### config.mk
export PLATFORM = sky130hd
export DESIGN_NAME = frame_loader
export DESIGN_NICKNAME = d
export VERILOG_FILES = /design/src/rtl/farbborg_pkg.sv /design/src/rtl/frame_loader.sv
export SDC_FILE = /design/constraint.sdc
export NUM_CORES = 1
export LEC_CHECK = 0
export CAP_MARGIN = 20
export CORE_MARGIN = 2
export CORE_UTILIZATION = 52
export CTS_CLUSTER_DIAMETER = 150
export DETAILED_ROUTE_END_ITERATION = 16
export GPL_ROUTABILITY_DRIVEN = 0
export PLACE_DENSITY = 0.87
export SETUP_SLACK_MARGIN = 0.3
export SLEW_MARGIN = 20
export SYNTH_ARGS = -nofsm -noshare
export SYNTH_HDL_FRONTEND = slang
export SYNTH_SLANG_ARGS = --single-unit
### constraint.sdc
create_clock -name clk -period 2.3 [get_ports clk]
set_input_delay 0.69 -clock clk [delete_from_list [all_inputs] [get_ports clk]]
set_output_delay 0.69 -clock clk [all_outputs]
set_load 0.02 [all_outputs]
### src/rtl/farbborg_pkg.sv
// Shared definitions for the frame_loader byte-stream protocol.
package farbborg_pkg;

  localparam logic [7:0] ESC         = 8'h23;
  localparam int         FRAME_BYTES = 1536;

  localparam logic [7:0] CMD_LIT  = 8'h00;
  localparam logic [7:0] CMD_SOF  = 8'h01;
  localparam logic [7:0] CMD_SEEK = 8'h02;
  localparam logic [7:0] CMD_SUM  = 8'h03;

  typedef enum logic [2:0] {
    ST_DATA,
    ST_ESC_SEEN,
    ST_ADDR_HI,
    ST_ADDR_LO,
    ST_SUM
  } state_t;

endpackage

### src/rtl/frame_loader.sv
// frame_loader: unescapes a UART byte stream into frame-buffer writes.
// Optional checksum command and sum_err output: define LOADER_CHECKSUM_EN.
module frame_loader #(
  parameter int         ADDR_W      = 11,
  parameter int         FRAME_BYTES = farbborg_pkg::FRAME_BYTES,
  parameter logic [7:0] ESC         = farbborg_pkg::ESC
) (
  input  logic              clk,
  input  logic              reset,
  input  logic [7:0]        rx_data,
  input  logic              rx_valid,
  output logic [ADDR_W-1:0] addr,
  output logic [7:0]        din,
  output logic              we,
  output logic              frame_done,
  output logic              proto_err,
  output logic              sum_err
);
  import farbborg_pkg::*;

  localparam logic [ADDR_W-1:0] LAST = ADDR_W'(FRAME_BYTES - 1);

  state_t            state_q, state_d;
  logic [ADDR_W-1:0] wp_q, wp_d;
  logic [7:0]        hi_q, hi_d;
  logic [ADDR_W-1:0] addr_q, addr_d;
  logic [7:0]        din_q, din_d;
  logic              we_q, we_d;
  logic              frame_done_q, frame_done_d;
  logic              proto_err_q, proto_err_d;
`ifdef LOADER_CHECKSUM_EN
  logic [7:0]        sum_q, sum_d;
  logic              sum_err_q, sum_err_d;
`endif

  logic              wr;
  logic [7:0]        wr_byte;
  logic [15:0]       seek_full;
  logic [ADDR_W-1:0] seek;

  // Seek target is the 16-bit {hi, lo} pair truncated to the address width.
  assign seek_full = {hi_q, rx_data};
  assign seek      = ADDR_W'(seek_full);

  // Protocol decode, pointer/sum update and registered write port.
  always_comb begin
    state_d      = state_q;
    wp_d         = wp_q;
    hi_d         = hi_q;
    addr_d       = addr_q;
    din_d        = din_q;
    we_d         = 1'b0;
    frame_done_d = 1'b0;
    proto_err_d  = 1'b0;
`ifdef LOADER_CHECKSUM_EN
    sum_d        = sum_q;
    sum_err_d    = 1'b0;
`endif
    wr           = 1'b0;
    wr_byte      = rx_data;
    if (rx_valid) begin
      case (state_q)
        ST_DATA: begin
          if (rx_data == ESC) state_d = ST_ESC_SEEN;
          else                wr      = 1'b1;
        end
        ST_ESC_SEEN: begin
          state_d = ST_DATA;
          case (rx_data)
            CMD_LIT: begin
              wr      = 1'b1;
              wr_byte = ESC;
            end
            CMD_SOF: begin
              wp_d = '0;
`ifdef LOADER_CHECKSUM_EN
              sum_d = '0;
`endif
            end
            CMD_SEEK: state_d = ST_ADDR_HI;
`ifdef LOADER_CHECKSUM_EN
            CMD_SUM:  state_d = ST_SUM;
`endif
            default:  proto_err_d = 1'b1;
          endcase
        end
        ST_ADDR_HI: begin
          hi_d    = rx_data;
          state_d = ST_ADDR_LO;
        end
        ST_ADDR_LO: begin
          if (seek <= LAST) wp_d        = seek;
          else              proto_err_d = 1'b1;
          state_d = ST_DATA;
        end
`ifdef LOADER_CHECKSUM_EN
        ST_SUM: begin
          sum_err_d = (rx_data != sum_q);
          sum_d     = '0;
          state_d   = ST_DATA;
        end
`endif
        default: state_d = ST_DATA;
      endcase
    end
    // Data and literal-escape writes share one path: write at wp, then advance/wrap.
    if (wr) begin
      we_d   = 1'b1;
      addr_d = wp_q;
      din_d  = wr_byte;
`ifdef LOADER_CHECKSUM_EN
      sum_d  = sum_q + wr_byte;
`endif
      if (wp_q == LAST) begin
        wp_d         = '0;
        frame_done_d = 1'b1;
      end else begin
        wp_d = wp_q + ADDR_W'(1);
      end
    end
  end

  // State, pointer and output registers.
  always_ff @(posedge clk or negedge reset) begin
    if (!reset) begin
      state_q      <= ST_DATA;
      wp_q         <= '0;
      hi_q         <= '0;
      addr_q       <= '0;
      din_q        <= '0;
      we_q         <= 1'b0;
      frame_done_q <= 1'b0;
      proto_err_q  <= 1'b0;
`ifdef LOADER_CHECKSUM_EN
      sum_q        <= '0;
      sum_err_q    <= 1'b0;
`endif
    end else begin
      state_q      <= state_d;
      wp_q         <= wp_d;
      hi_q         <= hi_d;
      addr_q       <= addr_d;
      din_q        <= din_d;
      we_q         <= we_d;
      frame_done_q <= frame_done_d;
      proto_err_q  <= proto_err_d;
`ifdef LOADER_CHECKSUM_EN
      sum_q        <= sum_d;
      sum_err_q    <= sum_err_d;
`endif
    end
  end

  assign addr       = addr_q;
  assign din        = din_q;
  assign we         = we_q;
  assign frame_done = frame_done_q;
  assign proto_err  = proto_err_q;
`ifdef LOADER_CHECKSUM_EN
  assign sum_err    = sum_err_q;
`else
  assign sum_err    = 1'b0;
`endif

endmodule

==> flow_metrics.py, run 1 <==
metrics = {
    "clock_tree": {
        "tritoncts": "yes",
        "ctsHoldBuffers": 0,
        "clock_latency_ps": 290,
        "cts_max_level": 2,
        "clock_sinks": 38,
        "clockBufferDepth": 2,
        "numCtsBuffers": 5,
        "clk_pin_slew_ps": 80,
        "cts-root-buf": "clkbuf_8",
    },
    "global_routing": {
        "grt_pass1_wl_um": 10600,
        "grt_pass1_vias": 2014,
        "antenna_found_initial": 0,
        "grt-ovfl-total": 0,
        "grt_util_all_layers_pct": 34.0,
        "grt_start_max_net_pins": 39,
    },
    "yosys": {
        "synth_cell_types": 51,
        "synth_nets": 218,
        "avgSynthCellArea_um2": 9.40,
        "yosys.area.top_type_share_pct": 49.1,
        "ys_async_sr_fraction_pct": 100,
        "synth-compound-area-share_pct": 15.2,
        "ys_seq_elements": 38,
        "muxShareOfSynthArea_pct": 3.88,
        "synth_edf_count": 0,
        "synth_top_area_cell": "dfrtp_1",
        "synth_cells": 206,
        "synth_common_cells": "nand2_1 (73), dfrtp_1 (38), o21ai_0 (11)",
        "syn_area_um2": 1940,
        "synth.area.top_cells": "dfrtp_1 (49%), nand2_1 (14%), o21ai_0 (2.8%)",
        "synth_top_family_by_area": "simple AND/OR/NAND/NOR gates",
        "yosys_most_used_dff": "dfrtp_1",
        "synth_most_common_cell": "nand2_1",
        "synth_xor_xnor_area_share_pct": 0.452,
        "yosys.area_share.adder_pct": 0.646,
        "yosysWarnings": 0,
        "yosysSeqAreaShare_pct": 49.1,
        "synth-simple-area-share_pct": 25.6,
    },
    "floorplanning": {
        "io_pins": 34,
        "die_h_um": 65.0,
        "start_util_pct": 53.3,
        "die_w_um": 65.0,
        "die_area_um2": 4230,
        "core_area_um2": 3630,
        "row_count": 22,
    },
    "drt": {
        "drt_pass1_iterations": 7,
        "drc": 0,
        "wire_per_inst_um": 25.2,
        "ant_nets": 0,
        "vias_per_cell": 6.87,
        "drtIter0Drc": 496,
        "wl_um": 8280,
        "vias": 2252,
    },
    "cells_and_area": {
        "area_growth_pct": 56.7,
        "drive_gt1_share_pct": 42.9,
        "multiInputGateArea_um2": 1160,
        "fillers": 159,
        "antenna_cells": 0,
        "register_area_um2": 951,
        "nNetsFinal": 291,
    },
    "sta": {
        "max_freq_mhz": 411,
        "fin_crit_ps": 2430,
        "slew_viol_final": 0,
        "finalWorstSetupSlack_ps": -134,
        "slew_headroom_pct": 64.4,
        "finClkSkew_ps": 6.39,
        "setup_violations": 22,
        "rsz0062_at_grt": "true",
        "final_hold_viol_count": 0,
        "worst_pin_slew_ps": 533,
        "worst_hold_slack_ps": 491,
        "period_share_pct": 106,
    },
    "critical_path": {
        "worst-path-buf-inv": 3,
        "cp-end-kind": "register",
        "cp_data_arrival_time_ps": 2600,
        "criticalPathCategory": "in -> reg",
        "crit_path_start_kind": "input port",
        "cp_common_cell": "buf_6",
        "cp_top_family": "simple AND/OR/NAND/NOR gates",
        "cpPeakStageDelay_ps": 580,
        "crit_slowest_cell": "or4_4",
        "cp_max_fo": 7,
        "path_cells": "buf_6 -> or4_4 -> nor4b_4 -> buf_4 -> o21ai_4 -> buf_6 -> a311o_1",
        "cp_data_required_time_ps": 2470,
        "r2r_slack_ps": -130,
    },
    "hold_path": {
        "hold_path_class": "reg -> reg",
    },
    "placement": {
        "dp_hpwl_um": 3600,
        "dpl_worst_slack_ps": -606,
        "portBuffers": 32,
    },
    "job": {
        "drv_cap": 0,
    },
    "pwr": {
        "p_per_area_nw_per_um2": 668,
        "power.total_mw": 2.03,
        "leakagePower_nw": 1.57,
        "vdd_drop_max_mv": 0.450,
    },
    "outcome": {
        "violations": "setup timing",
        "status": "finished with violations",
    },
}
==> worst paths after layout <==
path / endpoint / startpoint / cells past startpoint
min in group asynchronous: we / reset / 2
min reg2reg: addr[3] / addr[3] / 2
max in group asynchronous: wp_q[1] / reset / 2
max: wp_q[3] / rx_data[5] / 7
min: addr[3] / addr[3] / 2
max reg2reg: wp_q[3] / wp_q[0] / 7
==> stage by stage <==
stage | utilization (%) | setup TNS (ps) | cell area [um2] | std cells
2_1_floorplan | - | -99.7 | 1970 | 206
3_3_place_gp | 68.8 | -14070 | 2500 | 306
3_5_place_dp | 68.8 | -15760 | 2500 | 306
4_1_cts | 79.3 | 0 | 2880 | 327
5_1_grt | 83.5 | -1230 | 3040 | 328
6_report | 83.5 | -833 | 3040 | 328
==> registers in the layout (all words and copies together) (netlist names) <==
register and cells:
hi_q 3, wp_q 11, we 1, addr 11, din 8, proto_err 1
state_q 2, frame_done 1
==> power breakdown <==
part	total (mW)	internal (mW)	switching [mW]
clock network	0.480	0.242	0.238
registers	0.939	0.773	0.166
logic	0.609	0.280	0.330
total	2.03	1.29	0.733
==> layer usage <==
layer	global-route usage [%]	vias up	share of wire (%)
met4	15.1	0	7.7
met3	7.29	79	13
met5	0	-	0
met1	42.6	1069	35
li1	-	868	-
met2	56.7	236	45
==> timing repair <==
action	in CTS	in global routing
resized for setup	78	50
pin swaps	33	17
gates cloned	3	0
setup buffers	10	1
endpoints found under the setup margin	33	41
==> layout by cell type, fill, tap and decap left out, drive strengths merged, types with 2 or more instances in the layout <==
cell / Yosys / layout
nand2: 74 / 74
buf: 6 / 48
dfrtp: 38 / 38
dlymetal6s2s: 0 / 15
o21ai: 12 / 13
clkdlybuf4s50: 0 / 9
nor2: 8 / 8
clkbuf: 5 / 8
nand3: 5 / 5
mux2: 4 / 4
a31oi: 3 / 3
mux2i: 3 / 3
a21oi: 3 / 3
inv: 3 / 3
and3: 3 / 3
or4: 2 / 2
nor4: 2 / 2
nand4: 2 / 2
o2bb2ai: 2 / 2
a311o: 2 / 2
a22oi: 2 / 2
a2bb2oi: 2 / 2
o211ai: 2 / 2
nor3: 2 / 2
==> layout make-up <==
type                            count  share of cell area [%]
Multi-Input combinational cell    155                    38.2
Tap cell                           48                    1.98
Sequential cell                    38                    31.3
Inverter                            3                   0.453
Timing Repair Buffer               75                    24.8
Clock buffer                        7                    2.84
Clock inverter                      1                   0.165
Timing Repair inverter              1                   0.247
==> cells by family after synthesis <==
group,after synthesis
other,1
AND/OR/NAND/NOR,106
flip-flops,38
AO/OA/AOI/OAI,38
XOR/XNOR,1
buffers and inverters,14
adder cells (fa/ha/maj),1
multiplexers,7
==> worst reg2reg max path: cells and delay by family (launching register included) <==
family | cells | cell delay, ps
AO/OA/AOI/OAI | 3 | 1130
flip-flops | 1 | 440
buffers and inverters | 1 | 210
AND/OR/NAND/NOR | 2 | 240
adder cells (fa/ha/maj) | 1 | 300
Note: power is estimated with default switching activity, not from simulation.
==> run 2, diff against run 1 <==
Settings changed: TNS_END_PERCENT set to 50.
==> flow_metrics.py, run 2 (same netlist as run 1, synthesis figures left out) <==
metrics = {
    "clock_tree": {
        "clockBufferDepth": 2,
        "clock_latency_ps": 300,
        "clock_sinks": 38,
        "cts-root-buf": "clkbuf_8",
        "clk_pin_slew_ps": 70,
        "tritoncts": "yes",
        "numCtsBuffers": 5,
        "cts_max_level": 2,
    },
    "drt": {
        "wl_um": 6310,
        "drc": 0,
        "drt_pass1_iterations": 5,
        "vias_per_cell": 6.25,
        "ant_nets": 0,
        "wire_per_inst_um": 19.4,
        "vias": 2037,
        "drtIter0Drc": 281,
    },
    "critical_path": {
        "crit-reg2reg-launch": "state_q[1]",
        "criticalPathCategory": "in -> reg",
        "cp_data_arrival_time_ps": 2470,
        "r2r_slack_ps": 70,
        "r2r_end": "din[0]",
        "crit_path_start_kind": "input port",
        "cp_data_required_time_ps": 2480,
        "cp_max_fo": 2,
        "cp-end-kind": "register",
        "worstRegToRegCells": 8,
    },
    "outcome": {
        "status": "finished, final reports clean",
    },
    "job": {
        "drv_cap": 0,
    },
    "cells_and_area": {
        "post-route-util_pct": 76.9,
        "final_common_cell": "nand2_1",
        "mostFrequentLayoutCells": "nand2_1 (66), dfrtp_1 (38), buf_4 (32)",
        "antenna_cells": 0,
        "drive_gt1_share_pct": 33.1,
        "nNetsFinal": 289,
        "area_growth_pct": 44.3,
    },
    "floorplanning": {
        "die_w_um": 65.0,
        "core_area_um2": 3630,
        "die_area_um2": 4230,
        "start_util_pct": 53.3,
        "die_h_um": 65.0,
        "io_pins": 34,
        "row_count": 22,
    },
    "sta": {
        "fin_crit_ps": 2290,
        "worst_hold_slack_ps": 486,
        "finClkSkew_ps": 14.4,
        "slew_viol_final": 0,
        "period_share_pct": 99.4,
        "finalWorstSetupSlack_ps": 13.8,
        "rsz0062_at_grt": "true",
        "final_hold_viol_count": 0,
        "max_freq_mhz": 437,
        "setup_violations": 0,
    },
    "placement": {
        "dp_hpwl_um": 3500,
        "dpl_worst_slack_ps": -619,
        "portBuffers": 32,
    },
    "global_routing": {
        "grt_pass1_vias": 1784,
        "grt_start_max_net_pins": 39,
        "grt_pass1_wl_um": 8830,
        "grt_util_all_layers_pct": 27.3,
        "antenna_found_initial": 0,
        "grt-ovfl-total": 0,
    },
    "pwr": {
        "power.total_mw": 1.92,
        "p_per_area_nw_per_um2": 686,
        "leakagePower_nw": 1.27,
        "vdd_drop_max_mv": 0.622,
    },
    "hold_path": {
        "hold_depth": 2,
        "hold_start": "din[1]",
        "hold_path_end": "din[1]",
        "hold_path_class": "reg -> reg",
    },
}
[run 2: changes by cell type in the layout (fill, tap and decap cells not counted), moves of 5 or more]
cell,previous run,this run
buf_4,27,32
dlymetal6s2s_1,15,0
nand2_1,44,66
clkdlybuf4s50_1,9,24
nand2_4,11,0
nand2_2,19,8
[run 2: layout make-up]
cell class                 instances  area (um2)
clock inverter                     2        12.5
clock buffer                       6        82.6
multi-input combinational        155        1020
timing repair inverter             1        7.51
timing repair buffer              73         647
fill                             205         840
tap                               48        60.1
inverter                           3        13.8
sequential                        38         951
[run 2: what timing repair did]
item | 4_1_cts | 5_1_grt
gates resized for setup | 44 | 21
cloned | 2 | 0
setup buffers | 7 | 7
setup endpoints to repair | 32 | 31
hold buffers | 0 | 0
pin swaps | 8 | 9
[run 2: power breakdown]
group	total (mW)	leakage, nW	switching, mW	internal, mW
logic	0.530	0.736	0.273	0.257
registers	0.905	0.485	0.131	0.773
clock network	0.481	0.0472	0.240	0.241
[run 2: worst max-delay path by stage]
stage / cells after the start / to / start
after detailed placement: 7 / wp_q[8] / rx_data[2]
after global placement: 7 / wp_q[8] / rx_data[2]
final: 9 / din[0] / rx_data[4]
after floorplan: 7 / wp_q[8] / rx_data[2]
after CTS: 7 / wp_q[3] / rx_data[4]
after global routing: 9 / din[0] / rx_data[4]
[run 2: per-stage QoR]
step	instances	cell area [um2]	setup TNS, ps
after floorplan	206	1960	-99.9
after global placement	302	2450	-14690
after detailed placement	302	2450	-16600
after CTS	319	2670	0
after global routing	326	2790	0
final	326	2790	0
[run 2: routing by layer]
metal  vias up  global-route usage, %  routed length [um]
met5         -                      0                   0
met1       963                   35.8                2410
met3        45                   6.08                 598
li1        863                      -                   -
met4         0                   9.38                 312
met2       166                   44.8                2990
[run 2: critical path, cell delays in order]
cell and delay, ps:
buf_6 90, or4_4 550, buf_4 180, nor4_4 200, buf_4 180, buf_4 90
buf_4 100, a31oi_1 100, o21ai_0 280
